$ cat config.mk
export PLATFORM = sky130hd
export DESIGN_NAME = serial_to_parallel
export DESIGN_NICKNAME = d
export VERILOG_FILES = /design/src/rtl/stream_pkg.sv /design/src/rtl/stream_out_reg.sv /design/src/rtl/serial_to_parallel.sv
export SDC_FILE = /design/constraint.sdc
export NUM_CORES = 1
export LEC_CHECK = 0
export BUFFER_PORTS_ARGS = -buffer_cell sky130_fd_sc_hd__buf_2
export CAP_MARGIN = 10
export CORE_MARGIN = 8
export CORE_UTILIZATION = 54
export CTS_BUF_LIST = sky130_fd_sc_hd__clkbuf_8
export CTS_CLUSTER_DIAMETER = 100
export DETAILED_ROUTE_END_ITERATION = 8
export PLACE_DENSITY = 0.82
export SYNTH_ARGS = -nofsm -noshare
export SYNTH_HDL_FRONTEND = slang
export SYNTH_SLANG_ARGS = --single-unit
$ cat constraint.sdc
create_clock -name clk_i -period 5.9 [get_ports clk_i]
set_input_delay 0.295 -clock clk_i [delete_from_list [all_inputs] [get_ports clk_i]]
set_output_delay 0.295 -clock clk_i [all_outputs]
set_load 0.005 [all_outputs]
$ cat src/rtl/stream_pkg.sv
// Shared stream side-band types and helpers for the serializer/deserializer pair.
package stream_pkg;

  // Frame markers that travel alongside every stream word.
  typedef struct packed {
    logic sof;
    logic eol;
  } side_t;

  // Beat counter width; a single-beat word still needs a 1-bit counter.
  function automatic int cnt_width(input int n);
    return (n > 1) ? $clog2(n) : 1;
  endfunction

endpackage

$ cat src/rtl/stream_out_reg.sv
// One-entry valid/ready output register holding {sof, eol, data}.
// The owner only loads when the entry is empty or draining this cycle.
module stream_out_reg
  import stream_pkg::*;
#(
  parameter int DataW = 128
) (
  input  logic             clk_i,
  input  logic             rst_ni,
  input  logic             load_i,
  input  side_t            side_i,
  input  logic [DataW-1:0] data_i,
  output logic             valid_o,
  input  logic             ready_i,
  output side_t            side_o,
  output logic [DataW-1:0] data_o
);

  // Load wins over unload so a same-cycle capture keeps valid high.
  always_ff @(posedge clk_i or negedge rst_ni) begin
    if (!rst_ni) begin
      valid_o <= 1'b0;
      side_o  <= '0;
      data_o  <= '0;
    end else if (load_i) begin
      valid_o <= 1'b1;
      side_o  <= side_i;
      data_o  <= data_i;
    end else if (valid_o && ready_i) begin
      valid_o <= 1'b0;
    end
  end

endmodule

$ cat src/rtl/serial_to_parallel.sv
// Stream deserializer: packs N Width-bit beats (beat 0 in the LSBs) into one
// word, carrying sof from beat 0 and eol from the last beat. Misplaced markers
// drop the partial word and pulse err_o.
module serial_to_parallel
  import stream_pkg::*;
#(
  parameter int Width = 64,
  parameter int N     = 2
) (
  input  logic               clk_i,
  input  logic               rst_ni,
  input  logic               s_valid_i,
  output logic               s_ready_o,
  input  logic               s_sof_i,
  input  logic               s_eol_i,
  input  logic [Width-1:0]   s_data_i,
  output logic               m_valid_o,
  input  logic               m_ready_i,
  output logic               m_sof_o,
  output logic               m_eol_o,
  output logic [N*Width-1:0] m_data_o,
  output logic               err_o
);

  localparam int              CntW = cnt_width(N);
  localparam logic [CntW-1:0] Last = CntW'(N - 1);

  logic [CntW-1:0]    cnt;
  logic [CntW-1:0]    cnt_next;
  logic [CntW-1:0]    eff;
  logic               accept;
  logic               sof_err;
  logic               eol_err;
  logic               is_final;
  logic               capture;
  logic [N*Width-1:0] word;
  side_t              word_side;
  side_t              out_side;

  // The final beat stalls only while the output holds an unconsumed word.
  assign s_ready_o = !(cnt == Last && m_valid_o && !m_ready_i);
  assign accept    = s_valid_i && s_ready_o;

  // Effective beat index, marker errors and the next counter value.
  always_comb begin
    eff      = cnt;
    sof_err  = 1'b0;
    eol_err  = 1'b0;
    is_final = 1'b0;
    cnt_next = cnt;
    // A sof in mid-word restarts the word with this beat as beat 0.
    if (s_sof_i && cnt != '0) begin
      sof_err = 1'b1;
      eff     = '0;
    end
    // An eol anywhere but the last position discards the beat too.
    eol_err  = s_eol_i && (eff != Last);
    is_final = (eff == Last) && !eol_err;
    if (accept) begin
      if (eol_err || is_final) begin
        cnt_next = '0;
      end else begin
        cnt_next = eff + CntW'(1);
      end
    end
  end

  assign capture = accept && is_final;

  // Beat counter: the only control state of the packer.
  always_ff @(posedge clk_i or negedge rst_ni) begin
    if (!rst_ni) begin
      cnt <= '0;
    end else begin
      cnt <= cnt_next;
    end
  end

  // One pulse per offending beat, even if it carries both markers.
  always_ff @(posedge clk_i or negedge rst_ni) begin
    if (!rst_ni) begin
      err_o <= 1'b0;
    end else begin
      err_o <= accept && (sof_err || eol_err);
    end
  end

  if (N > 1) begin : g_acc
    logic [(N-1)*Width-1:0] acc;
    logic                   sof_acc;

    // Non-final beats land in their slot; stale slots are always overwritten
    // before the word completes, so the accumulator needs no clearing.
    always_ff @(posedge clk_i) begin
      for (int k = 0; k < N - 1; k++) begin
        if (accept && !eol_err && int'(eff) == k) begin
          acc[k*Width +: Width] <= s_data_i;
        end
      end
    end

    // sof is remembered from beat 0 of the word under construction.
    always_ff @(posedge clk_i or negedge rst_ni) begin
      if (!rst_ni) begin
        sof_acc <= 1'b0;
      end else if (accept && !eol_err && eff == '0) begin
        sof_acc <= s_sof_i;
      end
    end

    assign word          = {s_data_i, acc};
    assign word_side.sof = sof_acc;
    assign word_side.eol = s_eol_i;
  end else begin : g_single
    assign word          = s_data_i;
    assign word_side.sof = s_sof_i;
    assign word_side.eol = s_eol_i;
  end

  stream_out_reg #(
    .DataW(N * Width)
  ) u_out (
    .clk_i  (clk_i),
    .rst_ni (rst_ni),
    .load_i (capture),
    .side_i (word_side),
    .data_i (word),
    .valid_o(m_valid_o),
    .ready_i(m_ready_i),
    .side_o (out_side),
    .data_o (m_data_o)
  );

  assign m_sof_o = out_side.sof;
  assign m_eol_o = out_side.eol;

endmodule
---- Yosys cells after proc, flatten, opt, wreduce, memory -nomap -nowiden ----
Index checks and enable logic that the tools add are counted.
word-level totals
  input bits .............................. 70
  bits in registers ....................... 198
  word-level logic and storage cells ...... 34
  output and inout port bits .............. 133
operators by class
  bitwise logic cells ..................... 2
  $add $sub $neg .......................... 1
  reductions and logical operators ........ 18
  mux-type cells .......................... 5
operators with widths
  cell                                 count
  1-bit logical AND                    12
  1-bit two-way mux                    5
  1-bit logical NOT                    3
  1-bit logical OR                     2
  1-bit inverter                       2
  2-bit nonzero test                   1
  1-bit adder (second input constant)  1

---- Depth between registers and ports, before layout ----
  word-level depth ........................ 8
  depth in mapped cells ................... 5
  gate-level depth less buffers ........... 3

---- By module ----
From an unflattened synthesis, not the netlist that was laid out.
second synthesis, totals
  cells, all modules ...................... 360
  area total of the unflattened synthesis .. 7325.8 um^2
by module, submodules not included
  module              sequential area each (um^2)  area each (um^2)  cells an instance  instances
  stream_out_reg      3278.1                       5235.0            278                1
  serial_to_parallel  1996.9                       2090.8            82                 1

---- Worst setup path before layout ----
Ideal clock, no wire load.
  path type ............................... reg2reg
  start ................................... register u_out.valid_o
  end ..................................... register g_acc.acc[0], enable pin
  period minus slack after synthesis ...... 4.233 ns
  buffers on the path ..................... 0
  library setup time ...................... 0.507 ns
  slack ................................... 1.667 ns
  arrival time ............................ 3.725 ns
  stages on the path, launching flop included .. 4
  required time ........................... 5.393 ns
  cells stage by stage .................... dfrtp_1 nand2b_2 nand2_1 a21oi_1
on the way
  longest elaborated chain between the ends .. 6
ends and longest elaborated chain
  what                            RTL line                  text
  start, declared                 stream_out_reg.sv:13      output logic valid_o,
  start signal, assigned          stream_out_reg.sv:22      valid_o <= 1'b0;
  start signal, assigned          stream_out_reg.sv:26      valid_o <= 1'b1;
  start signal, assigned          stream_out_reg.sv:30      valid_o <= 1'b0;
  1-bit logical AND (2 in a row)  serial_to_parallel.sv:41  assign s_ready_o = !(cnt == Last && m_valid_o && !m_ready_i);
  1-bit logical NOT               serial_to_parallel.sv:41
  1-bit logical AND               serial_to_parallel.sv:42  assign accept = s_valid_i && s_ready_o;
  1-bit logical AND (2 in a row)  serial_to_parallel.sv:96  if (accept && !eol_err && int'(eff) == k) begin
  end signal, assigned by index   serial_to_parallel.sv:97  acc[k*Width +: Width] <= s_data_i;
  end, declared                   serial_to_parallel.sv:89  logic [(N-1)*Width-1:0] acc;
No other way between the ends.
A chain may end at the register's enable or synchronous reset.

---- Worst setup path after layout ----
  start ................................... register cnt
  end ..................................... register u_out.data_o[25]
on the way
  longest elaborated chain between the ends .. 7
  elaborated cells on any way between the ends .. 11
  those cells by class .................... 1 x mux; 1 x bitwise; 9 x reduce/logical
ends and longest elaborated chain
  what                    RTL line                  text
  start, declared         serial_to_parallel.sv:28  logic [CntW-1:0] cnt;
  start signal, assigned  serial_to_parallel.sv:75  cnt <= cnt_next;
  1-bit logical AND       serial_to_parallel.sv:52  if (s_sof_i && cnt != '0) begin
  1-bit two-way mux       serial_to_parallel.sv:52
  1-bit inverter          serial_to_parallel.sv:57  eol_err = s_eol_i && (eff != Last);
  1-bit logical AND       serial_to_parallel.sv:57
  1-bit logical NOT       serial_to_parallel.sv:58  is_final = (eff == Last) && !eol_err;
  1-bit logical AND       serial_to_parallel.sv:58
  1-bit logical AND *     serial_to_parallel.sv:68  assign capture = accept && is_final;
  end signal, assigned    stream_out_reg.sv:28      data_o <= data_i;
  end, declared           stream_out_reg.sv:16      output logic [DataW-1:0] data_o
Every way passes the cells marked *; elsewhere a longest branch is shown, timed or not.

==> summary.json <==
{
  "fp-row-count": 42,
  "layout.cells.most_common_list": "buf_2 (201), dfrtp_1 (134), mux2_4 (89), edfxtp_1 (64), mux2_2 (41)",
  "drv_slew": 0,
  "post_synth_instance_area_um2": 7330,
  "post_synth_xor_area_fraction": 0,
  "drt_iter0_drc": 243,
  "skew_pair_late_insertion_delay_ps": 450,
  "yosys_warnings": 0,
  "cts_max_level": 4,
  "globalRouteTotalUtil": 0.169,
  "diodes": 0,
  "finalNetCount": 642,
  "numCtsBuffers": 17,
  "dr_total_vias": 3815,
  "cpMaxStageDelayCell": "buf_4",
  "dieHeight_um": 132,
  "cts_setup_buffers": 0,
  "grt_pass1_wl_mm": 23.4,
  "kind_of_critical_path": "register to register",
  "detail_route.first_pass.iterations": 4,
  "io_pins": 203,
  "slew_headroom": 0.387,
  "placed_cells": 726,
  "post_route_cells_drive_above_1_share": 0.627,
  "power.static_leakage_uw": 0.00430,
  "finalWorstPathRequiredPeriod_ps": 2300,
  "worst-path-max-fanout": 61,
  "yosys.cell_types.count": 18,
  "clk_pin_slew_worst_paths_ps": 90,
  "clk_root_buffer_cell": "clkbuf_8",
  "per_cell_routed_wire_length_um": 19.2,
  "initial_antenna_violation_count": 0,
  "worst_ir_drop_vdd_mv": 0.221,
  "power_per_cell_area_nw_per_um2": 411,
  "drt-vias-per-instance": 5.01,
  "timing.critical_path.buf_inv": 1,
  "yosys.area_share.simple": 0.0111,
  "drc_errors": 0,
  "final_worst_clock_skew_ps": 13.0,
  "syn_to_final_growth_pct": 21.0,
  "initial_core_util": 0.553,
  "grt_start_max_net_pins": 71,
  "totalWireLength_mm": 14.6,
  "tritoncts": "done",
  "worstSetupEndpointType": "register",
  "synth_cells": 359,
  "die_area_um2": 17600,
  "placement.io_buffers": 202,
  "ys_seq_elements": 198,
  "final_cell_count_no_fill": 761,
  "critical_path_arrival_ps": 2630,
  "cts_repair_resize_count": 0,
  "finalSetupViolations": 0,
  "layout_worst_path_cycle_share": 0.390,
  "dp_hpwl_mm": 10.5,
  "syn-mean-instance-area_um2": 20.4,
  "cap_violations": 0,
  "setup.worst_path.start_class": "register",
  "max_freq_ghz": 0.435,
  "cts.hold.buffers_added": 2,
  "tightest_slew_ps": 920,
  "most_common_cell_after_layout_fill_and_taps_aside": "buf_2",
  "share_of_the_synthesized_area_in_compound_gates_ao_oa_aoi_oai": 0.00359,
  "first_global_vias": 4334,
  "worstPathRequired_ps": 6230,
  "cpPeakStageDelay_ps": 780,
  "final-hold-violation-count": 0,
  "globalRouteOverflowTotal": 0,
  "synth-seq-area-share": 0.720,
  "totalNegativeSetupSlack_ps": 0,
  "synth_top_family_by_area": "multiplexers",
  "ant_nets": 0,
  "cell_chain_critical_path": "nand4b_4 > buf_4 > mux2_2",
  "post_synth_mux_area_share": 0.247,
  "clock_sink_count": 198,
  "core_area_um2": 13200,
  "yosys.area_share.adder": 0,
  "status": "finished, final reports clean",
  "hp-class": "primary input to register",
  "synthesis.nets": 429,
  "die_w_um": 132,
  "final_estimated_routing_congestion_in_global_placement": 0.769,
  "crit_family": "buffers and inverters",
  "grt_setup_unrepaired": "no",
  "max-clock-path-buffers": 2
}
## area by class of cell
type | instances | area (um^2)
repair buffers | 209 | 1080
clock inverters | 14 | 121
well taps | 176 | 220
multi-input cells | 146 | 1930
clock buffers | 18 | 248
flip-flops and latches | 198 | 5280
fillers | 944 | 4370
## where the power goes
part / leakage (uW) / internal (uW) / switching, uW
clock network: 0.000207 / 378 / 427
logic: 0.00191 / 569 / 333
registers: 0.00219 / 1750 / 187
total: 0.00430 / 2700 / 947
## per-stage QoR
stage	worst slack, ps	power (uW)	hold slack [ps]	area [um^2]	utilization
floorplan	1670	2400	-0.591	7330	-
CTS	3620	3690	0.843	8860	0.669
finish	3600	3640	38.3	8870	0.670
global route	3510	3830	0.990	8870	0.670
global placement	3610	2840	315	8470	0.640
detailed placement	3560	2880	324	8470	0.640
## per-layer routing
layer	routed length, um	global-route usage
met4	375	0.0795
met3	867	0.0556
met2	7400	0.277
met5	0	0
met1	5990	0.197
## synth_stat cells
| cell type | number | area share |
|---|---|---|
| nand2b_1 | 2 | 0.0017 |
| nand3_1 | 1 | 0.00068 |
| mux2_2 | 41 | 0.063 |
| edfxtp_1 | 64 | 0.26 |
| a21oi_1 | 1 | 0.00068 |
| buf_2 | 5 | 0.0034 |
| nand2b_2 | 1 | 0.0012 |
| nand4b_4 | 1 | 0.0032 |
| mux2i_1 | 1 | 0.0014 |
| buf_6 | 10 | 0.015 |
| nand2_1 | 4 | 0.0020 |
| mux2_4 | 89 | 0.18 |
| a21boi_0 | 1 | 0.0010 |
| o21ai_0 | 1 | 0.00068 |
| nand4b_1 | 1 | 0.0012 |
| o2bb2ai_1 | 1 | 0.0012 |
| nand3b_1 | 1 | 0.0010 |
| dfrtp_1 | 134 | 0.46 |
## path summary, 6_finish.rpt
kind,startpoint,to,slack (ps),cells after the start
worst max-delay path,cnt,u_out.data_o[25],3600,3
worst min-delay path,s_data_i[34],g_acc.acc[34],40,1
worst max register to register,cnt,u_out.data_o[25],3600,3
worst min register to register,g_acc.acc[21],u_out.data_o[21],480,1
max in group asynchronous,rst_ni,u_out.data_o[12],4160,3
min in group asynchronous,rst_ni,u_out.data_o[111],400,2
## flip-flops by register name (all words and copies together) (netlist names)
name and count:
g_acc.acc 64, err_o 1, u_out.valid_o 1, cnt 1
u_out.side_o 2, u_out.data_o 128, g_acc.sof_acc 1
## cells by family (layout without fill, tap and decap cells)
kind of cell | Yosys count | count (layout)
simple gates | 11 | 11
buf+inv | 15 | 241
flops | 198 | 198
compound gates | 4 | 4
mux | 131 | 131
Power figures use the tool's default switching activity.
